**src/rtl/sram_ctrl.sv**
```systemverilog
// -----------------------------------------------------------------------------
// sram_ctrl
// Turns a single-word load/store request from the memory-access stage into an
// asynchronous SRAM cycle: SETUP (1 cycle), ACCESS (WAIT_CYCLES cycles) and
// DONE (1 cycle, ack). Latency from request accepted in IDLE at cycle T to ack
// is T+2+WAIT_CYCLES. All SRAM-side outputs are registered.
//
// Ports
//   clk          clock, rising edge
//   rst          synchronous active-high reset
//   req_i        access request, held until ack_o
//   we_i         1 = store, 0 = load (valid with req_i)
//   addr_i       16-bit word address (valid with req_i)
//   wdata_i      store data (valid with req_i)
//   rdata_o      load result, valid from ack until the next load completes
//   ack_o        one-cycle completion pulse
//   stall_o      pipeline hold = req_i & ~ack_o
//   sram_addr_o  18-bit SRAM address (zero-extended word address)
//   sram_dq_i    SRAM data bus, read side
//   sram_dq_o    SRAM data bus, drive side
//   sram_dq_oe   1 = drive sram_dq_o onto the bus
//   sram_ce_n    chip enable, active low
//   sram_oe_n    output enable, active low
//   sram_we_n    write enable, active low
// -----------------------------------------------------------------------------
module sram_ctrl #(
   parameter int WAIT_CYCLES = 2
) (
   input  logic        clk,
   input  logic        rst,
   input  logic        req_i,
   input  logic        we_i,
   input  logic [15:0] addr_i,
   input  logic [15:0] wdata_i,
   output logic [15:0] rdata_o,
   output logic        ack_o,
   output logic        stall_o,
   output logic [17:0] sram_addr_o,
   input  logic [15:0] sram_dq_i,
   output logic [15:0] sram_dq_o,
   output logic        sram_dq_oe,
   output logic        sram_ce_n,
   output logic        sram_oe_n,
   output logic        sram_we_n
);

   typedef enum logic [1:0] {
      IDLE   = 2'd0,
      SETUP  = 2'd1,
      ACCESS = 2'd2,
      DONE   = 2'd3
   } state_t;

   localparam logic [3:0] LP_CNT_INIT = 4'(WAIT_CYCLES - 1);

   state_t      r_state;
   logic [3:0]  r_cnt;
   logic        r_we;
   logic [17:0] r_addr;
   logic [15:0] r_dq_o;
   logic [15:0] r_rdata;
   logic        r_ack;
   logic        r_dq_oe;
   logic        r_ce_n;
   logic        r_oe_n;
   logic        r_we_n;

   // Each transition also loads the strobe values for the state being
   // entered, so the strobes are registered and line up with r_state.
   always_ff @(posedge clk) begin
      if (rst) begin
         r_state <= IDLE;
         r_cnt   <= 4'd0;
         r_we    <= 1'b0;
         r_addr  <= 18'd0;
         r_dq_o  <= 16'd0;
         r_rdata <= 16'd0;
         r_ack   <= 1'b0;
         r_dq_oe <= 1'b0;
         r_ce_n  <= 1'b1;
         r_oe_n  <= 1'b1;
         r_we_n  <= 1'b1;
      end else begin
         r_ack <= 1'b0;
         case (r_state)
            IDLE: begin
               if (req_i) begin
                  r_state <= SETUP;
                  r_we    <= we_i;
                  r_addr  <= {2'b00, addr_i};
                  r_dq_o  <= wdata_i;
                  r_ce_n  <= 1'b0;
                  // Loads enable the SRAM output; stores drive the bus.
                  // The two are mutually exclusive by construction.
                  r_oe_n  <= we_i;
                  r_dq_oe <= we_i;
                  r_we_n  <= 1'b1;
               end
            end
            SETUP: begin
               r_state <= ACCESS;
               r_cnt   <= LP_CNT_INIT;
               r_we_n  <= ~r_we;
            end
            ACCESS: begin
               if (r_cnt == 4'd0) begin
                  r_state <= DONE;
                  r_ack   <= 1'b1;
                  r_we_n  <= 1'b1;
                  r_oe_n  <= 1'b1;
                  // A store keeps the chip selected and the data driven
                  // through DONE for write hold time.
                  r_ce_n  <= ~r_we;
                  if (!r_we) begin
                     r_rdata <= sram_dq_i;
                  end
               end else begin
                  r_cnt <= r_cnt - 4'd1;
               end
            end
            DONE: begin
               r_state <= IDLE;
               r_ce_n  <= 1'b1;
               r_oe_n  <= 1'b1;
               r_we_n  <= 1'b1;
               r_dq_oe <= 1'b0;
            end
            default: begin
               r_state <= IDLE;
            end
         endcase
      end
   end

   assign rdata_o     = r_rdata;
   assign ack_o       = r_ack;
   assign stall_o     = req_i & ~r_ack;
   assign sram_addr_o = r_addr;
   assign sram_dq_o   = r_dq_o;
   assign sram_dq_oe  = r_dq_oe;
   assign sram_ce_n   = r_ce_n;
   assign sram_oe_n   = r_oe_n;
   assign sram_we_n   = r_we_n;

endmodule
```
**config.mk**
```make
export PLATFORM = sky130hd
export DESIGN_NAME = sram_ctrl
export DESIGN_NICKNAME = d
export VERILOG_FILES = /design/src/rtl/sram_ctrl.sv
export SDC_FILE = /design/constraint.sdc
export NUM_CORES = 1
export LEC_CHECK = 0
export ABC_CLOCK_PERIOD_IN_PS = 5000
export BUFFER_PORTS_ARGS = -buffer_cell sky130_fd_sc_hd__buf_4
export CELL_PAD_IN_SITES_DETAIL_PLACEMENT = 1
export CELL_PAD_IN_SITES_GLOBAL_PLACEMENT = 1
export CORE_MARGIN = 8
export CORE_UTILIZATION = 35
export DETAILED_ROUTE_END_ITERATION = 16
export GPL_TIMING_DRIVEN = 0
export PLACE_DENSITY = 0.91
export SLEW_MARGIN = 5
export SYNTH_ARGS = -nofsm -noshare
export SYNTH_HDL_FRONTEND = slang
export SYNTH_SLANG_ARGS = --single-unit
```
**constraint.sdc**
```tcl
create_clock -name clk -period 5 [get_ports clk]
set_clock_uncertainty 0.1 [all_clocks]
set_input_delay 1.25 -clock clk [delete_from_list [all_inputs] [get_ports clk]]
set_output_delay 1.25 -clock clk [all_outputs]
set_load 0.005 [all_outputs]
```
Yosys cells after proc, flatten, opt, wreduce, memory -nomap -nowiden --
Index checks and enable logic that the tools add are counted.
Storage, ports and cells: register bits 60, output and inout bits 56, word-level logic and storage cells 49
Cells by class: add/subtract/negate cells 1, equal/unequal tests 6, mux-type cells 15, bitwise logic cells 4, reduce and logical (&&, ||, !) cells 12
Operators with widths (number):
- 2-bit case mux with 4 select lines | 1
- 4-bit case mux with 2 select lines | 1
- 2-bit AND reduction | 4
- 1-bit 2-to-1 mux | 6
- 2-bit inequality test, second input constant | 3
- 1-bit case mux with 3 select lines | 2
- 3-bit AND reduction | 2
- 2-bit equality test, second input constant | 2
- 4-bit zero test | 1
- 2-bit 2-to-1 mux | 2
- 4-bit 2-to-1 mux | 1
- 1-bit case mux with 4 select lines | 1
- 2-bit nonzero test | 2
- 4-bit by 1-bit subtractor with 4-bit output, second input constant | 1
- 1-bit inverter | 3
- 3-bit nonzero test | 1
- 2-bit by 1-bit equality test with 1-bit output, second input constant | 1
- 2-bit zero test | 1
- 1-bit case mux with 2 select lines | 1
- 2-bit OR reduction | 1
- 1-bit bitwise AND | 1

Depth between registers and ports, before layout --
word-level depth 3, mapped depth 7, gate-level depth less buffers 5

Least setup slack after synthesis --
Ideal clock, no wire load.
path type input to output, from in req_i, to out stall_o, data arrival time 1381 ps, required time 3650 ps, setup slack 2269 ps, stages on the path 1, path buffers 0, path through nor2b_1
Between the ends: longest elaborated chain between the ends 1
RTL lines:
- start, declared | RTL line 31 | input logic req_i,
- 1-bit bitwise AND | RTL line 137 | assign stall_o = req_i & ~r_ack;
- end, declared | RTL line 37 | output logic stall_o,
No other way between the ends.

Worst setup path after layout --
Same ends and word-level chain as after synthesis.

==> Flow_metrics.wiki <==
{| class="wikitable"
! Metric !! Value
|-
| Total vias in the final route || 2497
|-
| Cell type of the slowest stage on the worst timing path || sky130_fd_sc_hd__buf_4
|-
| Number of distinct library cells after synthesis || 38
|-
| Nets || 475
|-
| Syn avg cell area || 8.198 um^2
|-
| Fraction of the cycle the final worst path needs || 59.61%
|-
| Slack of the worst reg-to-reg path || 2960 ps
|-
| Die span in x || 99.69 um
|-
| Worst path buffer plus inverter count || 2
|-
| Xor-xnor portion of the synthesized cell area || 0%
|-
| Total length of routed wires || 8.106 mm
|-
| Weighted congestion reported at the end of routability-driven placement || 0.8355
|-
| Async set or reset register ratio after synthesis || 0%
|-
| Routed wire per std cell || 15.77 um
|-
| Worst hold-check slack || 357.0 ps
|-
| Pins over their slew limit || 0
|-
| Mapped cell area || 0.002451 mm^2
|-
| Maximum frequency from static timing analysis || 0.3355 GHz
|-
| Unrepaired setup endpoints after global routing || false
|-
| Power per cell area || 510.4 mW/mm^2
|-
| Worst flop-to-flop path endpoint || rdata_o[6]
|-
| CTS Hold Buffers Added || 0
|-
| Clock Sinks || 60
|-
| Antenna violations before repair || 0
|-
| Synthesized flop and latch total || 60
|-
| Compound-gate portion of the synthesized area || 18.63%
|-
| Ordered cell list for the critical path || buf_4 -> nor2b_1 -> buf_4
|-
| Element type at the critical path end || output port
|-
| Core area || 0.006794 mm^2
|-
| Clock tree from TritonCTS || built
|-
| Launching element type of the critical path || input port
|-
| Highest routing layer actually used || met4
|-
| Count of endpoints failing setup in the final report || 0
|-
| Synthesized-area fraction occupied by adder cells || 4.084%
|-
| Count of input and output buffers || 104
|-
| Syn. warnings || 0
|-
| IO Count || 108
|-
| Hold Fails Final Rpt || 0
|-
| Hold Crit Endpoint || sram_addr_o[7]
|-
| Max-cap viol count || 0
|-
| Vias per Instance || 4.858
|-
| Starting density of the core || 36.08%
|-
| Die outline height || 99.69 um
|-
| Post-CTS setup repair buffer count || 0
|-
| Status || finished clean
|-
| Number of cell rows || 30
|-
| Iteration-0 DRC count of the detailed router || 89
|-
| Clk pin slew, worst setup/hold paths || 60 ps
|-
| Number of antenna diodes || 0
|-
| Number of flops mapped to enable cells by yosys || 0
|-
| Count of cells along the worst register-to-register path || 7
|-
| Leak pwr || 1.502 nW
|-
| Number of instances in the synthesized netlist || 299
|-
| Met1 routed wirelength after detailed routing || 3.288 mm
|-
| Data required time at the worst endpoint || 3650 ps
|-
| Slew @ Worst Pin || 564.1 ps
|-
| Reg2reg start || r_state[0]
|-
| Maximum buffer depth of the clock tree || 2
|-
| Most used DFF post-synth || sky130_fd_sc_hd__dfxtp_1
|-
| Cts repair resizes || 0
|-
| Half-perimeter wire length after detailed placement || 6.329 mm
|-
| Hold WC Path Type || reg -> reg
|-
| First-pass GRT wire length || 13.19 mm
|-
| Most Frequent Cell on Critical Path || sky130_fd_sc_hd__buf_4
|-
| Global router's overall resource usage || 16.36%
|-
| Number of clock buffers inserted by TritonCTS || 9
|-
| Pin count of the biggest net entering global routing || 11
|-
| Max Fanout on Critical Path || 5
|-
| Relative slew slack || 62.23%
|-
| Combinational family with the most area after synthesis || simple AND/OR/NAND/NOR gates
|-
| Via count of the first global-routing pass || 2828
|-
| Sum of met3 wire segment lengths after detailed routing || 866 um
|-
| Max IR drop VDD || 0.3132 mV
|-
| Hold path startpoint || sram_addr_o[7]
|-
| Crit path kind || in -> out
|-
| Fraction of layout instances using a drive strength above 1 || 30.38%
|-
| Crit path from || req_i
|-
| Grt total ovfl || 0
|-
| Post-route minimum period || 2981 ps
|-
| Longest individual stage delay on the worst path || 130 ps
|-
| Cell family with most CP delay || buffers and inverters
|-
| Post-route antenna net violation count || 0
|-
| Portion of the post-synthesis area used by sequential elements || 49.00%
|-
| CTS Root Cell || sky130_fd_sc_hd__clkbuf_8
|-
| Post-synthesis simple-gate area fraction || 21.64%
|-
| Layout Utilization || 51.92%
|-
| WHS Path Cells || 2
|-
| Data arrival time of the critical path || 1630 ps
|-
| Die ar. || 0.009937 mm^2
|-
| H-tree levels || 3
|-
| Synth-to-Final Area Change || 43.90%
|-
| Total negative setup slack || 0 ps
|-
| TritonRoute pass-1 iters || 4
|-
| Met2 routed WL || 3.901 mm
|-
| Later-pin clock latency in the skew report || 330 ps
|-
| DR DRC count || 0
|-
| Multiplexer share of the synthesized area || 0.8167%
|}
sequential cells by signal, summed over array words and instances (netlist names), 2 cells and up:
signal	cells
r_cnt	4
r_state	2
rdata_o	16
sram_addr_o	16
sram_dq_o	16
cells in the mapped netlist, types with 2 or more instances:
library cell	count	area, um^2
sky130_fd_sc_hd__buf_4	2	15.01
sky130_fd_sc_hd__a21oi_1	54	270.3
sky130_fd_sc_hd__o21ai_0	21	105.1
sky130_fd_sc_hd__nand2b_1	3	18.77
sky130_fd_sc_hd__a211oi_1	3	22.52
sky130_fd_sc_hd__nor4_1	3	18.77
sky130_fd_sc_hd__buf_6	2	22.52
sky130_fd_sc_hd__nand4_1	2	12.51
sky130_fd_sc_hd__ha_1	8	100.1
sky130_fd_sc_hd__dfxtp_1	60	1201
sky130_fd_sc_hd__mux2i_1	2	20.02
sky130_fd_sc_hd__nor2_1	4	15.01
sky130_fd_sc_hd__o21ai_1	2	10.01
sky130_fd_sc_hd__nand3_1	16	80.08
sky130_fd_sc_hd__nor3_1	2	10.01
sky130_fd_sc_hd__inv_1	6	22.52
sky130_fd_sc_hd__nor2b_1	4	25.02
sky130_fd_sc_hd__nand2_1	68	255.2
sky130_fd_sc_hd__clkbuf_1	16	60.06
sky130_fd_sc_hd__buf_2	2	10.01
sky130_fd_sc_hd__a31oi_1	2	12.51
cell usage in the layout (no fill, tap or decap), types with 2 or more instances in the layout:
master,n
sky130_fd_sc_hd__a211oi_1,3
sky130_fd_sc_hd__a21oi_1,54
sky130_fd_sc_hd__a31oi_1,2
sky130_fd_sc_hd__buf_2,2
sky130_fd_sc_hd__buf_4,106
sky130_fd_sc_hd__buf_6,2
sky130_fd_sc_hd__clkbuf_1,18
sky130_fd_sc_hd__clkbuf_8,9
sky130_fd_sc_hd__clkinv_2,2
sky130_fd_sc_hd__conb_1,2
sky130_fd_sc_hd__dfxtp_1,60
sky130_fd_sc_hd__ha_1,8
sky130_fd_sc_hd__inv_1,6
sky130_fd_sc_hd__mux2i_1,2
sky130_fd_sc_hd__nand2_1,68
sky130_fd_sc_hd__nand2b_1,3
sky130_fd_sc_hd__nand3_1,16
sky130_fd_sc_hd__nand4_1,2
sky130_fd_sc_hd__nor2_1,4
sky130_fd_sc_hd__nor2b_1,4
sky130_fd_sc_hd__nor3_1,2
sky130_fd_sc_hd__nor4_1,3
sky130_fd_sc_hd__o21ai_0,21
sky130_fd_sc_hd__o21ai_1,2
where the power goes:
part | switching [mW] | leakage, nW | internal (mW)
logic | 0.438 | 0.923 | 0.320
registers | 0.0622 | 0.490 | 0.581
clock network | 0.176 | 0.0890 | 0.223
total | 0.676 | 1.50 | 1.12
layout make-up:
class / instances / area (um^2)
multi-input cells: 210 / 1115
fillers: 848 / 3267
clock inverters: 3 / 40.04
inverters: 6 / 22.52
clock buffers: 11 / 131.4
flip-flops and latches: 60 / 1201
plain buffers: 24 / 116.4
repair buffers: 104 / 780.7
well taps: 96 / 120.1
logic make-up (layout without fill, tap and decap cells):
kind of cell               after synthesis  in the layout
and+or+nand+nor                        113            113
AOI/OAI and AO/OA                       85             85
DFF                                     60             60
buffers and inverters                   30            148
adders and majority gates                8              8
muxes                                    2              2
other                                    1              2
stage by stage:
step                power, mW  cell area, um^2  setup slack, ps  std cells
finish                  1.800             3527             2019        514
global route            1.938             3527             2008        514
floorplan               1.095             2455             2269        300
CTS                     1.820             3527             2017        514
global placement        1.374             3356             2020        500
detailed placement      1.410             3356             2016        500
worst max-delay path by stage:
stage,to,slack (ps),depth (start not counted)
after floorplan,stall_o,2270,1
after global placement,stall_o,2020,3
after detailed placement,stall_o,2020,3
after CTS,stall_o,2020,3
after global routing,stall_o,2010,3
final,stall_o,2020,3
metal layers:
metal | GRT usage, % | up-vias
met5 | 0 | -
met4 | 4.773 | 0
met3 | 9.358 | 7
met2 | 27.45 | 86
met1 | 16.93 | 1164
li1 | - | 1240
worst min-delay path: cells and delay by family, from the launching register on:
family	cells	cell delay [ps]
and+or+nand+nor	1	50
DFF	1	310
AOI/OAI and AO/OA	1	50
Power figures use the tool's default switching activity.
